**src/rtl/riscv_mem_arbiter.sv**
```systemverilog
// riscv_mem_arbiter: shares the unified memory port between instruction
// fetch (0), load/store unit (1) and matrix unit (2). One transaction is in
// flight at a time. A request/grant handshake is followed by a response, and
// a watchdog answers with an error if memory never responds.
//
// Build option MEM_ARB_RR_EN:
//   defined   -> round-robin, search starts after the most recent winner
//   undefined -> fixed priority LSU > MX > IF
module riscv_mem_arbiter #(
  parameter int ADDR_W  = 32,
  parameter int DATA_W  = 32,
  parameter int TIMEOUT = 255
) (
  input  logic                clk,
  input  logic                reset_n,
  // instruction fetch
  input  logic                if_req,
  input  logic                if_we,
  input  logic [ADDR_W-1:0]   if_addr,
  input  logic [DATA_W-1:0]   if_wdata,
  input  logic [DATA_W/8-1:0] if_be,
  output logic                if_gnt,
  output logic                if_rvalid,
  output logic [DATA_W-1:0]   if_rdata,
  output logic                if_err,
  // load/store unit
  input  logic                lsu_req,
  input  logic                lsu_we,
  input  logic [ADDR_W-1:0]   lsu_addr,
  input  logic [DATA_W-1:0]   lsu_wdata,
  input  logic [DATA_W/8-1:0] lsu_be,
  output logic                lsu_gnt,
  output logic                lsu_rvalid,
  output logic [DATA_W-1:0]   lsu_rdata,
  output logic                lsu_err,
  // matrix unit
  input  logic                mx_req,
  input  logic                mx_we,
  input  logic [ADDR_W-1:0]   mx_addr,
  input  logic [DATA_W-1:0]   mx_wdata,
  input  logic [DATA_W/8-1:0] mx_be,
  output logic                mx_gnt,
  output logic                mx_rvalid,
  output logic [DATA_W-1:0]   mx_rdata,
  output logic                mx_err,
  // memory port
  output logic                mem_req,
  output logic                mem_we,
  output logic [ADDR_W-1:0]   mem_addr,
  output logic [DATA_W-1:0]   mem_wdata,
  output logic [DATA_W/8-1:0] mem_be,
  input  logic                mem_gnt,
  input  logic                mem_rvalid,
  input  logic [DATA_W-1:0]   mem_rdata
);

  localparam int BE_W = DATA_W / 8;
  localparam logic [DATA_W-1:0] ERR_DATA = DATA_W'(32'hDEAD_BEEF);
  localparam logic [7:0] TIMER_LAST = 8'(TIMEOUT - 1);

  typedef enum logic [1:0] {
    ST_IDLE  = 2'd0,
    ST_ISSUE = 2'd1,
    ST_WAIT  = 2'd2
  } state_e;

  state_e              state_r;
  state_e              state_nxt_s;
  logic [1:0]          owner_r;
  logic [1:0]          last_r;
  logic [7:0]          timer_r;
  logic                we_r;
  logic [ADDR_W-1:0]   addr_r;
  logic [DATA_W-1:0]   wdata_r;
  logic [BE_W-1:0]     be_r;

  logic [2:0]          req_s;
  logic                any_req_s;
  logic [1:0]          winner_s;
  logic                capture_s;
  logic                gnt_hit_s;
  logic                resp_s;
  logic                timeout_s;
  logic [2:0]          owner_oh_s;
  logic [2:0]          gnt_vec_s;
  logic [2:0]          rvalid_vec_s;
  logic [2:0]          err_vec_s;
  logic [DATA_W-1:0]   resp_data_s;

  // Winner selection. With nobody requesting the result is the previous
  // winner; the caller only uses it when at least one request is present.
  function automatic logic [1:0] pick_winner(input logic [2:0] req, input logic [1:0] last);
    logic [1:0] result;
`ifdef MEM_ARB_RR_EN
    logic [1:0] cand;
    logic       found;
    result = last;
    found  = 1'b0;
    cand   = (last == 2'd2) ? 2'd0 : last + 2'd1;
    for (int i = 0; i < 3; i++) begin
      if (!found && req[cand]) begin
        result = cand;
        found  = 1'b1;
      end else begin
        found  = found;
      end
      cand = (cand == 2'd2) ? 2'd0 : cand + 2'd1;
    end
`else
    if (req[1]) begin
      result = 2'd1;
    end else if (req[2]) begin
      result = 2'd2;
    end else if (req[0]) begin
      result = 2'd0;
    end else begin
      result = last;
    end
`endif
    return result;
  endfunction

  // Requester index to one-hot strobe mask.
  function automatic logic [2:0] to_onehot(input logic [1:0] idx);
    logic [2:0] v;
    case (idx)
      2'd0:    v = 3'b001;
      2'd1:    v = 3'b010;
      2'd2:    v = 3'b100;
      default: v = 3'b000;
    endcase
    return v;
  endfunction

  assign req_s     = {mx_req, lsu_req, if_req};
  assign any_req_s = |req_s;
  assign winner_s  = pick_winner(req_s, last_r);

  // Next-state logic plus the handshake events of the current cycle.
  always_comb begin
    state_nxt_s = state_r;
    capture_s   = 1'b0;
    gnt_hit_s   = 1'b0;
    resp_s      = 1'b0;
    timeout_s   = 1'b0;
    case (state_r)
      ST_IDLE: begin
        if (any_req_s) begin
          state_nxt_s = ST_ISSUE;
          capture_s   = 1'b1;
        end else begin
          state_nxt_s = ST_IDLE;
        end
      end
      ST_ISSUE: begin
        if (mem_gnt) begin
          state_nxt_s = ST_WAIT;
          gnt_hit_s   = 1'b1;
        end else begin
          state_nxt_s = ST_ISSUE;
        end
      end
      ST_WAIT: begin
        // A real response in the last watchdog cycle still wins.
        if (mem_rvalid) begin
          resp_s = 1'b1;
        end else if (timer_r == TIMER_LAST) begin
          resp_s    = 1'b1;
          timeout_s = 1'b1;
        end else begin
          resp_s = 1'b0;
        end
        if (resp_s && any_req_s) begin
          state_nxt_s = ST_ISSUE;
          capture_s   = 1'b1;
        end else if (resp_s) begin
          state_nxt_s = ST_IDLE;
        end else begin
          state_nxt_s = ST_WAIT;
        end
      end
      default: begin
        state_nxt_s = ST_IDLE;
      end
    endcase
  end

  // State, owner, round-robin pointer, watchdog timer and captured payload.
  always_ff @(posedge clk or negedge reset_n) begin
    if (!reset_n) begin
      state_r <= ST_IDLE;
      owner_r <= 2'd0;
      last_r  <= 2'd2;
      timer_r <= 8'd0;
      we_r    <= 1'b0;
      addr_r  <= {ADDR_W{1'b0}};
      wdata_r <= {DATA_W{1'b0}};
      be_r    <= {BE_W{1'b0}};
    end else begin
      state_r <= state_nxt_s;
      if (state_r == ST_WAIT && !resp_s) begin
        timer_r <= timer_r + 8'd1;
      end else begin
        timer_r <= 8'd0;
      end
      if (capture_s) begin
        owner_r <= winner_s;
        last_r  <= winner_s;
        case (winner_s)
          2'd0: begin
            we_r <= if_we;  addr_r <= if_addr;  wdata_r <= if_wdata;  be_r <= if_be;
          end
          2'd1: begin
            we_r <= lsu_we; addr_r <= lsu_addr; wdata_r <= lsu_wdata; be_r <= lsu_be;
          end
          2'd2: begin
            we_r <= mx_we;  addr_r <= mx_addr;  wdata_r <= mx_wdata;  be_r <= mx_be;
          end
          default: begin
            we_r <= we_r;   addr_r <= addr_r;   wdata_r <= wdata_r;   be_r <= be_r;
          end
        endcase
      end else begin
        owner_r <= owner_r;
        last_r  <= last_r;
      end
    end
  end

  // Memory side is driven straight from the captured transaction.
  assign mem_req   = (state_r == ST_ISSUE);
  assign mem_we    = we_r;
  assign mem_addr  = addr_r;
  assign mem_wdata = wdata_r;
  assign mem_be    = be_r;

  // Requester strobes go only to the current owner.
  assign owner_oh_s   = to_onehot(owner_r);
  assign gnt_vec_s    = gnt_hit_s ? owner_oh_s : 3'b000;
  assign rvalid_vec_s = resp_s    ? owner_oh_s : 3'b000;
  assign err_vec_s    = timeout_s ? owner_oh_s : 3'b000;
  assign resp_data_s  = timeout_s ? ERR_DATA : mem_rdata;

  assign if_gnt     = gnt_vec_s[0];
  assign lsu_gnt    = gnt_vec_s[1];
  assign mx_gnt     = gnt_vec_s[2];
  assign if_rvalid  = rvalid_vec_s[0];
  assign lsu_rvalid = rvalid_vec_s[1];
  assign mx_rvalid  = rvalid_vec_s[2];
  assign if_err     = err_vec_s[0];
  assign lsu_err    = err_vec_s[1];
  assign mx_err     = err_vec_s[2];
  assign if_rdata   = rvalid_vec_s[0] ? resp_data_s : {DATA_W{1'b0}};
  assign lsu_rdata  = rvalid_vec_s[1] ? resp_data_s : {DATA_W{1'b0}};
  assign mx_rdata   = rvalid_vec_s[2] ? resp_data_s : {DATA_W{1'b0}};

endmodule

```
**config.mk**
```make
export PLATFORM = sky130hd
export DESIGN_NAME = riscv_mem_arbiter
export DESIGN_NICKNAME = d
export VERILOG_FILES = /design/src/rtl/riscv_mem_arbiter.sv
export SDC_FILE = /design/constraint.sdc
export NUM_CORES = 1
export LEC_CHECK = 0
export CORE_AREA = 4 4 160 162
export DETAILED_ROUTE_END_ITERATION = 8
export DIE_AREA = 0 0 164 166
export GPL_TIMING_DRIVEN = 1
export PLACE_DENSITY = 0.61
export SETUP_SLACK_MARGIN = 0.2
export SYNTH_ARGS = -nofsm -noshare
export SYNTH_HDL_FRONTEND = slang
export SYNTH_SLANG_ARGS = --single-unit
```
**constraint.sdc**
```tcl
create_clock -name clk -period 5.75 [get_ports clk]
set_input_delay 1.15 -clock clk [delete_from_list [all_inputs] [get_ports clk]]
set_output_delay 1.15 -clock clk [all_outputs]
set_load 0.05 [all_outputs]
```
# Yosys cells after proc, flatten, opt, wreduce, memory -nomap -nowiden
# Index checks and enable logic that the tools add are counted.
[classes] addsub=1 n_eq_ne=7 muxes=32 reduce_logical=9
[op_table] op="$pmux W32 S3" count=2
[op_table] op="$mux W32" count=4
[op_table] op="$mux W2" count=6
[op_table] op="$pmux W4 S3" count=1
[op_table] op="$mux W1" count=11
[op_table] op="$mux W3" count=3
[op_table] op="$pmux W3 S3" count=1
[op_table] op="$add A8 B1 Y8 const B" count=1
[op_table] op="$eq A8 B8 Y1 const B" count=1
[op_table] op="$mux W8" count=1
[op_table] op="$eq A2 B1 Y1 const B" count=3
[op_table] op="$eq A2 B2 Y1 const B" count=3
[op_table] op="$logic_not A2 Y1" count=3
[op_table] op="$pmux W2 S3" count=1
[op_table] op="$pmux W1 S3" count=1
[op_table] op="$reduce_bool A3 Y1" count=1
[op_table] op="$reduce_or A3 Y1" count=1
[op_table] op="$logic_and A1 B1 Y1" count=2
[op_table] op="$pmux W1 S2" count=1
[op_table] op="$reduce_and A2 Y1" count=1
[op_table] op="$logic_not A1 Y1" count=1
[totals] register_bits=83 input_bits=246 out_inout_bits=175

# Depth between registers and ports, before layout
[depth] word_depth=8 depth_mapped=11

# Worst setup path before layout
# No wires, ideal clock.
[synth_path] path_type="input to output" from="in mem_rvalid" to="out if_err" t_arrival_ns=2.888 required_ns=4.600 path_slack_ns=1.712 stages=4 n_path_buf=2 cell_sequence="or3_1 -> clkbuf_1 -> clkbuf_1 -> nor3_1"
[synth_via] elab_chain_len=3
[synth_lines] item="from (decl)" line_no="53" rtl="input logic mem_rvalid,"
[synth_lines] item="$mux W1" line_no="165" rtl="if (mem_rvalid) begin"
[synth_lines] item="$mux W1" line_no="146" rtl="case (state_r)"
[synth_lines] item="$mux W3" line_no="241" rtl="assign err_vec_s = timeout_s ? owner_oh_s : 3'b000;"
[synth_lines] item="to (decl)" line_no="25" rtl="output logic if_err,"
# Every way passes these cells.

# Worst setup path after layout
[layout_path] from="in mem_rvalid" to="out if_rdata[29]"
[layout_via] elab_chain_len=5
[layout_lines] item="$mux W1" line_no="165"
[layout_lines] item="$mux W1 (2 in series)" line_no="146"
[layout_lines] item="$mux W3" line_no="240" rtl="assign rvalid_vec_s = resp_s ? owner_oh_s : 3'b000;"
[layout_lines] item="$mux W32 *" line_no="253" rtl="assign if_rdata = rvalid_vec_s[0] ? resp_data_s : {DATA_W{1'b0}};"
[layout_lines] item="to (decl)" line_no="24" rtl="output logic [DATA_W-1:0] if_rdata,"
# Mark *: on every way between the ends. The rest lies on a longest branch, timed or not. The select of a mux whose other input is x is not followed.

==> impl_metrics.json <==
{
  "cts_sinks": 82,
  "drv_cap": 0,
  "post_cts_resized": 0,
  "synth_common_cells": "dfrtp_1, nand2_1, o21a_1",
  "seq_area_sq_mm": 0.00205,
  "grt_max_degree": 80,
  "r2r_start": "last_r[1]$_DFFE_PN1P_",
  "boundaryPins": 421,
  "totalWireLength_mm": 24.5,
  "yosysUniqueCellTypes": 31,
  "critPathMaxStageDelay_ps": 810,
  "portBuffers": 420,
  "slew_viol_final": 0,
  "power.leakage_nw": 3.98,
  "startpoint": "mem_rvalid",
  "die_area_sq_mm": 0.0272,
  "initial_utilization": 0.220,
  "worstPathMaxFanout": 33,
  "yosysMostFrequentCell": "dfrtp_1",
  "vias": 5926,
  "final_nets": 1213,
  "drive_gt1_frac": 0.106,
  "outcome": "finished clean",
  "ir_drop_mv": 0.230,
  "grt_first_pass_wirelength_mm": 35.5,
  "postCtsSetupRepairBufs": 0,
  "drt-pass1-iter-count": 4,
  "yosysTopAreaCellShare": 0.383,
  "post-route-min-period_ps": 4630,
  "grt_util_all_layers": 0.169,
  "slew_headroom": 0.389,
  "worst_pin_slew_ps": 916,
  "dr.first_iter.drc_count": 276,
  "synthToLayoutAreaGrowth_pct": 91.3,
  "netlist_instances": 575,
  "yosys.area.top_type": "dfrtp_1",
  "die_w_um": 164,
  "criticalPathCategory": "input port to output pin",
  "ys.flop_type": "dfrtp_1",
  "cp_top_family": "buffers and inverters",
  "finalSetupTns_ps": 0,
  "grt_overflow_total": 0,
  "fin_util": 0.420,
  "ys_seq_area_frac": 0.388,
  "hold_path_class": "flop to flop",
  "coreArea_sq_mm": 0.0241,
  "clk_path_buf_depth": 2,
  "clk_transition_reported_paths_ps": 60,
  "cp_common_cell": "clkdlybuf4s50_1",
  "cts_root_buffer": "clkbuf_16",
  "synth_edf_count": 0,
  "netlist_area_sq_mm": 0.00530,
  "fmax_ghz": 0.216,
  "antenna_found_initial": 2,
  "wire_per_inst_um": 19.0,
  "ant_nets": 0,
  "fp.dieH_um": 166,
  "fin_crit_sh": 0.805,
  "critPathCaptureType": "output pin",
  "synthesis.nets": 826,
  "power_per_cell_area_mw_per_mm2": 401,
  "hold_buffers": 0,
  "hp-start": "mem_wdata[14]$_DFFE_PN0P_",
  "place_hpwl_mm": 19.4,
  "startpoint_type": "input port",
  "clock_skew_ps": 7.09,
  "grt_pass1_vias": 6012,
  "arrival_ps": 3480,
  "grt_setup_unrepaired": "false",
  "drc": 0,
  "n_fill_cell": 2457,
  "htreeDepth": 3,
  "yosys-top-cells-area": "dfrtp_1, mux2_2, o21a_1",
  "cts_buffers": 9,
  "insertion_delay_ps": 340,
  "crit_buf_inv": 3,
  "vias_per_cell": 4.59,
  "multi_input_area_sq_mm": 0.00303,
  "cts_tree": "yes",
  "worstPathRequired_ps": 4600,
  "avgSynthCellArea_sq_um": 9.21,
  "setup_viol": 0,
  "rows": 57,
  "async_flop_share": 1.00,
  "final_hold_viol_count": 0,
  "crit_chain": "clkdlybuf4s50_1, a41oi_2, nor4_2, buf_4, and3_1, clkdlybuf4s50_1",
  "holdWs_ps": 486,
  "place_congestion": 0.777,
  "synth_seq_cells": 82,
  "cp_slowest_cell": "clkdlybuf4s50_1",
  "yosysWarnings": 0
}
worst register-to-register path, delay by kind of cell, from the launching register on:
family / cells / cell delay (ps)
AOI/OAI and AO/OA: 3 / 850
muxes: 1 / 280
adders and majority gates: 1 / 580
and+or+nand+nor: 1 / 320
DFF: 1 / 520
logic make-up after synthesis:
family / after synthesis / share of synthesized area
xor gates and xnor gates: 6 / 0.00992
adders and majority gates: 5 / 0.0118
buffers and inverters: 62 / 0.0477
DFF: 82 / 0.388
AOI/OAI and AO/OA: 216 / 0.278
and+or+nand+nor: 132 / 0.112
muxes: 72 / 0.153
metal layers:
metal  track usage  up-vias  share of wire
met2         0.302      271           0.50
met5             0        -              0
met3        0.0630       27           0.10
li1              -     2870              -
met1         0.182     2758           0.37
met4        0.0536        0          0.026
metrics by stage:
step	instances	area (sq um)	total power (W)	worst slack (ps)
final	1291	10100	0.00406	1120
after global routing	1291	10100	0.00427	981
after CTS	1290	10100	0.00412	1130
after detailed placement	1275	9820	0.00348	1140
after global placement	1275	9820	0.00346	1150
after floorplan	575	5300	0.00253	1710
final cells by class:
cell class | instances | share of cell area
timing repair buffer | 433 | 0.426
multi-input combinational | 431 | 0.299
sequential | 82 | 0.203
inverter | 5 | 0.00185
clock inverter | 5 | 0.00790
clock buffer | 10 | 0.0226
tap | 324 | 0.0400
antenna | 1 | 0.000247
where the power goes:
group          switching (W)  total (W)  internal [W]  leakage, nW
combinational        0.00152    0.00249      0.000963         2.81
sequential          0.000132   0.000957      0.000825         1.03
clock               0.000239   0.000617      0.000378        0.145
total                0.00190    0.00406       0.00217         3.98
sequential cells by signal (all words and copies together), names as in the netlist:
| signal | flops |
|---|---|
| mem_wdata | 32 |
| last_r | 1 |
| mem_addr | 32 |
| state_r | 2 |
| mem_we | 1 |
| owner_r | 2 |
| timer_r | 8 |
| mem_be | 4 |
cells in the final DEF, fill, tap and decap left out, types with 4 or more instances in the layout:
cell	count
clkdlybuf4s50_1	416
dfrtp_1	81
nand2_1	74
o21a_1	72
o21ai_0	70
a22oi_1	69
mux2_2	62
and3_1	24
nor2_1	15
buf_4	15
mux2_1	10
clkbuf_16	9
inv_1	5
nand2b_1	4
nor3_1	4
path summary, 6_finish.rpt:
path                                             end  slack [ps]  cells past startpoint
setup / recovery                        if_rdata[29]        1120                      6
hold / removal             mem_wdata[14]$_DFFE_PN0P_         490                      1
setup reg to reg               mem_be[2]$_DFFE_PN0P_        3150                      6
hold reg to reg            mem_wdata[14]$_DFFE_PN0P_         490                      1
max in group asynchronous       timer_r[1]$_DFF_PN0_        3940                      2
min in group asynchronous  mem_wdata[20]$_DFFE_PN0P_         650                      1
Power figures use the tool's default switching activity.
